$ cat src/rtl/object_spawn_sequencer.sv
// Object spawn sequencer: walks the stage pattern ROM, waits each entry's centisecond delay and offers one object per entry.
// Optional SPAWN_ACK_TIMEOUT_EN abandons a stalled handshake after ACK_TIMEOUT cycles and raises sticky timeout_err.
module object_spawn_sequencer #(
  parameter int ADDR_W      = 8,
  parameter int PATTERN_LEN = 16,
  parameter int ACK_TIMEOUT = 1023
) (
  input  logic              clk_calculation,
  input  logic              reset,
  input  logic              start,
  input  logic              pause,
  input  logic              clk_centi_second,
  output logic [ADDR_W-1:0] rom_addr,
  input  logic [71:0]       rom_data,
  output logic [2:0]        object_movement_direction,
  output logic [9:0]        object_pos_x,
  output logic [9:0]        object_pos_y,
  output logic [9:0]        object_w,
  output logic [9:0]        object_h,
  output logic [4:0]        object_speed,
  output logic [7:0]        object_destroy_time,
  output logic [1:0]        object_destroy_trigger,
  output logic              sync_object_position,
  input  logic              update_object_position,
  output logic              busy,
  output logic              done,
  output logic [7:0]        spawn_count,
  output logic              timeout_err
);
  localparam logic [ADDR_W-1:0] LAST_ADDR = ADDR_W'(PATTERN_LEN - 1);

  typedef enum logic [2:0] {
    S_IDLE, S_FETCH, S_LOAD, S_DELAY, S_PRESENT, S_RELEASE, S_NEXT
  } state_t;

  state_t            r_state, w_next;
  logic [ADDR_W-1:0] r_addr;
  logic [7:0]        r_delay;
  logic [7:0]        r_count;
  logic [57:0]       r_obj;
  logic              r_done;
  logic              r_cs_meta, r_cs_sync, r_cs_prev;
  logic              w_tick;
  logic              w_timeout;
  logic [4:0]        w_unused_rsvd;

  assign w_unused_rsvd = rom_data[4:0];
  assign w_tick        = r_cs_sync & ~r_cs_prev;

`ifdef SPAWN_ACK_TIMEOUT_EN
  localparam int TO_W = $clog2(ACK_TIMEOUT + 1);
  logic [TO_W-1:0] r_to_cnt;
  logic            r_to_err;
  logic            w_in_hs;

  assign w_in_hs = (r_state == S_PRESENT) || (r_state == S_RELEASE);
  // A handshake step completing on the last cycle beats the timeout.
  assign w_timeout = w_in_hs && (r_to_cnt == TO_W'(ACK_TIMEOUT - 1)) &&
                     !((r_state == S_PRESENT) ? update_object_position : !update_object_position);
  assign timeout_err = r_to_err;

  always_ff @(posedge clk_calculation) begin
    if (reset) begin
      r_to_cnt <= '0;
      r_to_err <= 1'b0;
    end else begin
      r_to_cnt <= w_in_hs ? r_to_cnt + 1'b1 : '0;
      if (w_timeout) r_to_err <= 1'b1;
    end
  end
`else
  logic w_unused_to;
  assign w_unused_to = (ACK_TIMEOUT > 0);
  assign w_timeout   = 1'b0;
  assign timeout_err = 1'b0;
`endif

  always_comb begin
    w_next = r_state;
    case (r_state)
      S_IDLE:    if (start) w_next = S_FETCH;
      S_FETCH:   w_next = S_LOAD;
      S_LOAD: begin
        if (rom_data[71])              w_next = S_IDLE;
        else if (rom_data[70:63] == 0) w_next = S_PRESENT;
        else                           w_next = S_DELAY;
      end
      S_DELAY:   if (w_tick && !pause && r_delay == 8'd1) w_next = S_PRESENT;
      S_PRESENT: begin
        if (update_object_position) w_next = S_RELEASE;
        else if (w_timeout)         w_next = S_NEXT;
      end
      S_RELEASE: if (!update_object_position || w_timeout) w_next = S_NEXT;
      S_NEXT:    w_next = (r_addr == LAST_ADDR) ? S_IDLE : S_FETCH;
      default:   w_next = S_IDLE;
    endcase
  end

  always_ff @(posedge clk_calculation) begin
    if (reset) begin
      r_state   <= S_IDLE;
      r_addr    <= '0;
      r_delay   <= '0;
      r_count   <= '0;
      r_obj     <= '0;
      r_done    <= 1'b0;
      r_cs_meta <= 1'b0;
      r_cs_sync <= 1'b0;
      r_cs_prev <= 1'b0;
    end else begin
      r_cs_meta <= clk_centi_second;
      r_cs_sync <= r_cs_meta;
      r_cs_prev <= r_cs_sync;
      r_state   <= w_next;
      r_done    <= (w_next == S_IDLE) && (r_state != S_IDLE);
      case (r_state)
        S_IDLE: if (start) begin
          r_addr  <= '0;
          r_count <= '0;
        end
        S_LOAD: begin
          r_obj   <= rom_data[62:5];
          r_delay <= rom_data[70:63];
        end
        S_DELAY:   if (w_tick && !pause) r_delay <= r_delay - 8'd1;
        S_PRESENT: if (update_object_position && r_count != 8'hFF) r_count <= r_count + 8'd1;
        S_NEXT:    if (r_addr != LAST_ADDR) r_addr <= r_addr + 1'b1;
        default: ;
      endcase
    end
  end

  assign rom_addr                  = r_addr;
  assign object_movement_direction = r_obj[57:55];
  assign object_pos_x              = r_obj[54:45];
  assign object_pos_y              = r_obj[44:35];
  assign object_w                  = r_obj[34:25];
  assign object_h                  = r_obj[24:15];
  assign object_speed              = r_obj[14:10];
  assign object_destroy_time       = r_obj[9:2];
  assign object_destroy_trigger    = r_obj[1:0];
  assign sync_object_position      = (r_state != S_PRESENT);
  assign busy                      = (r_state != S_IDLE);
  assign done                      = r_done;
  assign spawn_count               = r_count;
endmodule

$ cat config.mk
export PLATFORM = sky130hd
export DESIGN_NAME = object_spawn_sequencer
export DESIGN_NICKNAME = d
export VERILOG_FILES = /design/src/rtl/object_spawn_sequencer.sv
export SDC_FILE = /design/constraint.sdc
export NUM_CORES = 1
export LEC_CHECK = 0
export ABC_CLOCK_PERIOD_IN_PS = 4100
export BUFFER_PORTS_ARGS = -buffer_cell sky130_fd_sc_hd__buf_2
export CORE_MARGIN = 2
export CORE_UTILIZATION = 51
export DETAILED_ROUTE_END_ITERATION = 10
export PLACE_DENSITY = 0.86
export SYNTH_ARGS = -nofsm -noshare
export SYNTH_HDL_FRONTEND = slang
export SYNTH_SLANG_ARGS = --single-unit
$ cat constraint.sdc
create_clock -name clk_calculation -period 4.1 [get_ports clk_calculation]
set_clock_uncertainty 0.2 [all_clocks]
set_input_delay 0.82 -clock clk_calculation [delete_from_list [all_inputs] [get_ports clk_calculation]]
set_output_delay 0.82 -clock clk_calculation [all_outputs]
set_load 0.01 [all_outputs]
Yosys cells after proc, flatten, opt, wreduce, memory -nomap -nowiden
Index checks and enable logic that the tools add are counted.
{"block": "word_totals", "in_bits": 78, "out_inout_bits": 78, "wordCells": 59, "reg_bits": 89}
{"block": "op_classes", "add_sub_neg": 3, "bitwise_logic": 2, "eq_ne": 15, "mux": 15, "n_reduce_logical": 15}
{"operator": "$pmux W8 S2", "count": 3}
{"operator": "$mux W8", "count": 4}
{"operator": "$pmux W3 S7", "count": 1}
{"operator": "$mux W3", "count": 6}
{"operator": "$add A8 B1 Y8 const B", "count": 2}
{"operator": "$eq A3 B3 Y1 const B", "count": 3}
{"operator": "$eq A8 B1 Y1 const B", "count": 1}
{"operator": "$eq A8 B4 Y1 const B", "count": 1}
{"operator": "$logic_not A8 Y1", "count": 1}
{"operator": "$ne A2 B2 Y1 const B", "count": 4}
{"operator": "$ne A8 B4 Y1 const B", "count": 1}
{"operator": "$ne A8 B8 Y1 const B", "count": 1}
{"operator": "$sub A8 B1 Y8 const B", "count": 1}
{"operator": "$eq A3 B2 Y1 const B", "count": 2}
{"operator": "$logic_not A3 Y1", "count": 2}
{"operator": "$reduce_and A3 Y1", "count": 2}
{"operator": "$reduce_bool A2 Y1", "count": 3}
{"operator": "$logic_and A1 B1 Y1", "count": 4}
{"operator": "$eq A3 B1 Y1 const B", "count": 1}
{"operator": "$ne A3 B3 Y1 const B", "count": 1}
{"operator": "$reduce_bool A3 Y1", "count": 1}
{"operator": "$reduce_and A2 Y1", "count": 1}
{"operator": "$and A1 B1 Y1", "count": 1}
{"operator": "$logic_not A1 Y1", "count": 1}
{"operator": "2 further kinds", "count": 2}

Longest topological paths before layout
{"block": "logic_depth", "word_depth": 8, "ltp_mapped": 7}

Worst setup path before layout
OpenSTA, ideal clock, no wires.
{"block": "synth_timing", "path_type": "input to register", "startpoint": "input port start", "endpoint": "register r_addr[5] (netlist: rom_addr[5])", "cell_stages": 4, "required_time_ps": 3784, "setup_slack_ps": 2072, "arrival_ps": 1712, "setup_ps": 116, "cell_sequence": "or3b_4 -> a2111oi_4 -> xnor2_1 -> nor2_2"}
{"block": "synth_via", "elab_chain_len": 2}
{"item": "from (decl)", "line_no": "10", "rtl": "input logic start,"}
{"item": "$ne A2 B2 Y1 (no source line)"}
{"item": "$reduce_and A3 Y1 (no source line)"}
{"item": "to (signal assigned)", "line_no": "127", "rtl": "S_NEXT: if (r_addr != LAST_ADDR) r_addr <= r_addr + 1'b1;"}
{"item": "to (decl)", "line_no": "37", "rtl": "logic [ADDR_W-1:0] r_addr;"}
Every way passes these cells.
A chain may end at the register's enable or synchronous reset.

Final worst setup path
{"block": "layout_timing", "startpoint": "register r_state[2]", "endpoint": "output port sync_object_position"}
{"block": "layout_via", "elab_chain_len": 1}
{"item": "from (decl)", "line_no": "36", "rtl": "state_t r_state, w_next;"}
{"item": "from (signal assigned)", "line_no": "114", "rtl": "r_state <= w_next;"}
{"item": "$ne A3 B3 Y1", "line_no": "142", "rtl": "assign sync_object_position = (r_state != S_PRESENT);"}
{"item": "to (decl)", "line_no": "23", "rtl": "output logic sync_object_position,"}
Every way passes these cells.

==> flow_metrics.py <==
metrics = {
    "run_status": {
        "status": "finished clean",
    },
    "worst_setup_path": {
        "critPathRequiredTime_ps": 3080,
        "path_max_fanout": 18,
        "startpoint_type": "register",
        "crit_type": "register to primary output",
        "endpoint_kind": "primary output",
        "path_cells": "nand3_1, buf_2",
        "critPathMaxStageDelay_ps": 720,
        "ff2ff_setup_slack_ps": 1780,
        "slowest_stage": "dfxtp_1",
        "arrival_ps": 1460,
    },
    "timing": {
        "drv_slew": 0,
        "hold_slack_ps": 256.5,
        "hold_violations": 0,
        "setup-tns-final_ps": 0,
        "clock.fmax_mhz": 403.2,
        "period_share": 0.6049,
        "worst_slew_pin_slew_ps": 615.0,
        "setup_violations": 0,
        "rsz0062_at_grt": "false",
        "slew_headroom": 0.5894,
        "period_minus_slack_ps": 2480,
    },
    "yosys": {
        "synth_simple_gate_area_frac": 0.2505,
        "ys_top_cells_by_count": "126 x nand2_1, 89 x dfxtp_1, 79 x a21oi_1",
        "syn_nets": 535,
        "synthFlopType": "dfxtp_1",
        "seq_area_frac_synth": 0.4808,
        "synth-xor-area-share": 0.01182,
        "yosys_warnings": 0,
        "synth-edff-count": 0,
        "synth_cell_types": 54,
        "synth_compound_gate_area_share": 0.1874,
        "synth_area_leader_cell": "dfxtp_1",
        "synth-seq-cells": 89,
        "yosysMostFrequentCell": "nand2_1",
        "async_flop_share": 0,
        "synthMuxAreaShare": 0.006077,
        "synthCells": 453,
        "yosys.area.top_type_share": 0.4808,
        "avgSynthCellArea_um2": 8.181,
        "yosys.area_share.adder": 0.01350,
        "yosys-top-cells-area": "dfxtp_1 48%, nand2_1 13%, a21oi_1 11%",
        "synth_top_family_by_area": "simple AND/OR/NAND/NOR gates",
        "netlist_area_um2": 3706,
    },
    "drt": {
        "route.vias.total": 3669,
        "routed_wl_um": 9143,
        "dr.pass1.iters": 4,
        "first_iter_violations": 130,
        "detail_route.vias_per_cell": 5.317,
        "ant_nets": 0,
        "post_drt_wl_per_cell_um": 13.25,
        "drcViolationCount": 0,
    },
    "layout": {
        "layout.nets": 668,
        "n_antenna_cell": 0,
        "layout-drive-gt1-share": 0.3046,
        "area_growth_pct": 25.83,
        "postLayoutCoreUtil": 0.6534,
        "nFillCells": 650,
    },
    "clock_tree": {
        "root_buffer": "clkbuf_8",
        "cts_setup_buffers": 0,
        "insertion_delay_ps": 340,
        "clk_pin_slew_worst_paths_ps": 100,
        "htreeDepth": 3,
        "clock_sinks": 89,
        "postCtsHoldBufs": 0,
        "cts_tree": "built",
        "cts_buffers": 9,
        "clock_tree.buffer_depth": 2,
        "cts.repair.resized": 0,
    },
    "global_routing": {
        "grt_pass1_vias": 3224,
        "antenna_found_initial": 0,
        "grt_pass1_wl_um": 14160,
        "overflow": 0,
        "grt_usage": 0.2226,
        "grt_max_degree": 50,
    },
    "placed_design": {
        "portBuffers": 149,
        "hpwl_um": 6660,
        "gp_congestion": 0.8540,
    },
    "floorplanning": {
        "die_y_um": 89.25,
        "start_util": 0.5193,
        "rows": 31,
        "core_um2": 7137,
        "dieArea_um2": 7965,
        "die_x_um": 89.25,
        "ios": 156,
    },
    "worst_hold_path": {
        "hold_path.class": "register to register",
    },
    "power": {
        "irDropWorstVdd_mv": 0.2685,
        "power.leakage_nw": 1.945,
        "power_density_nw_per_um2": 376.9,
    },
    "run": {
        "maxCapViolCount": 0,
    },
}
sequential cells by signal, indices dropped and copies added (netlist names):
| name | cells |
|---|---|
| rom_addr | 8 |
| r_obj | 58 |
| r_cs_meta | 1 |
| spawn_count | 8 |
| done | 1 |
| r_delay | 8 |
| r_cs_prev | 1 |
| r_cs_sync | 1 |
| r_state | 3 |
logic make-up after synthesis:
kind of cell,Yosys count
muxes,2
xor gates and xnor gates,5
adders and majority gates,4
DFF,89
and+or+nand+nor,197
AOI/OAI and AO/OA,116
buffers and inverters,39
other,1
critical path, delay by kind of cell, from the launching register on:
| kind | cells | cell delay [ps] |
|---|---|---|
| simple gates | 1 | 220 |
| flops | 1 | 720 |
| buf+inv | 1 | 190 |
routing by layer:
layer | up-vias | global-route usage | share of wire
li1 | 1816 | - | -
met1 | 1715 | 0.2761 | 0.42
met2 | 128 | 0.3663 | 0.49
met3 | 10 | 0.06833 | 0.078
met4 | 0 | 0.08005 | 0.012
met5 | - | 0 | 0
through the flow:
| stage | std cells | worst slack (ps) | power, mW | instance area, µm² |
|---|---|---|---|---|
| after floorplan | 453 | 2072 | 1.082 | 3706 |
| after global placement | 674 | 1608 | 1.164 | 4461 |
| after detailed placement | 674 | 1598 | 1.175 | 4461 |
| after CTS | 690 | 1613 | 1.775 | 4663 |
| final | 690 | 1620 | 1.757 | 4663 |
| after global routing | 690 | 1537 | 1.837 | 4663 |
worst paths after layout:
kind,from,endpoint,cells past startpoint
hold reg to reg,r_obj[37],r_obj[37],2
setup reg to reg,r_state[2],r_obj[48],4
hold / removal,r_obj[37],r_obj[37],2
setup / recovery,r_state[2],sync_object_position,2
report_power, final:
group | internal [mW] | switching, mW | leakage, nW | total (mW)
Clock | 0.287 | 0.315 | 0.104 | 0.603
Combinational | 0.0923 | 0.134 | 1.12 | 0.227
Sequential | 0.902 | 0.0264 | 0.722 | 0.928
layout make-up:
type / instances / area (µm²) / share of cell area
timing repair buffer: 153 / 775.7 / 0.1664
sequential: 89 / 1782 / 0.3821
inverter: 8 / 30.03 / 0.006439
tap: 99 / 123.9 / 0.02656
clock buffer: 9 / 123.9 / 0.02656
clock inverter: 7 / 78.83 / 0.01690
multi-input combinational: 325 / 1749 / 0.3751
cells in the final DEF (no fill, tap or decap), types with 2 or more instances in the layout:
master	n
nor4_1	4
buf_4	4
o211ai_1	2
o21ai_0	11
or4_1	4
and3_1	2
nor3b_1	3
dfxtp_1	89
a211oi_1	5
or3_1	5
nand2_1	126
clkbuf_8	9
nand4b_1	2
nor3_1	3
and2_1	2
a21oi_1	79
nand3b_1	3
inv_1	7
mux2_1	2
nand4_1	5
nand3_1	9
a211oi_2	2
buf_2	149
o31ai_1	4
nor2b_1	4
clkinv_4	4
nand2b_1	3
nor4b_1	2
ha_1	4
nor2_1	11
xnor2_1	5
(Power assumes the default switching activity.)
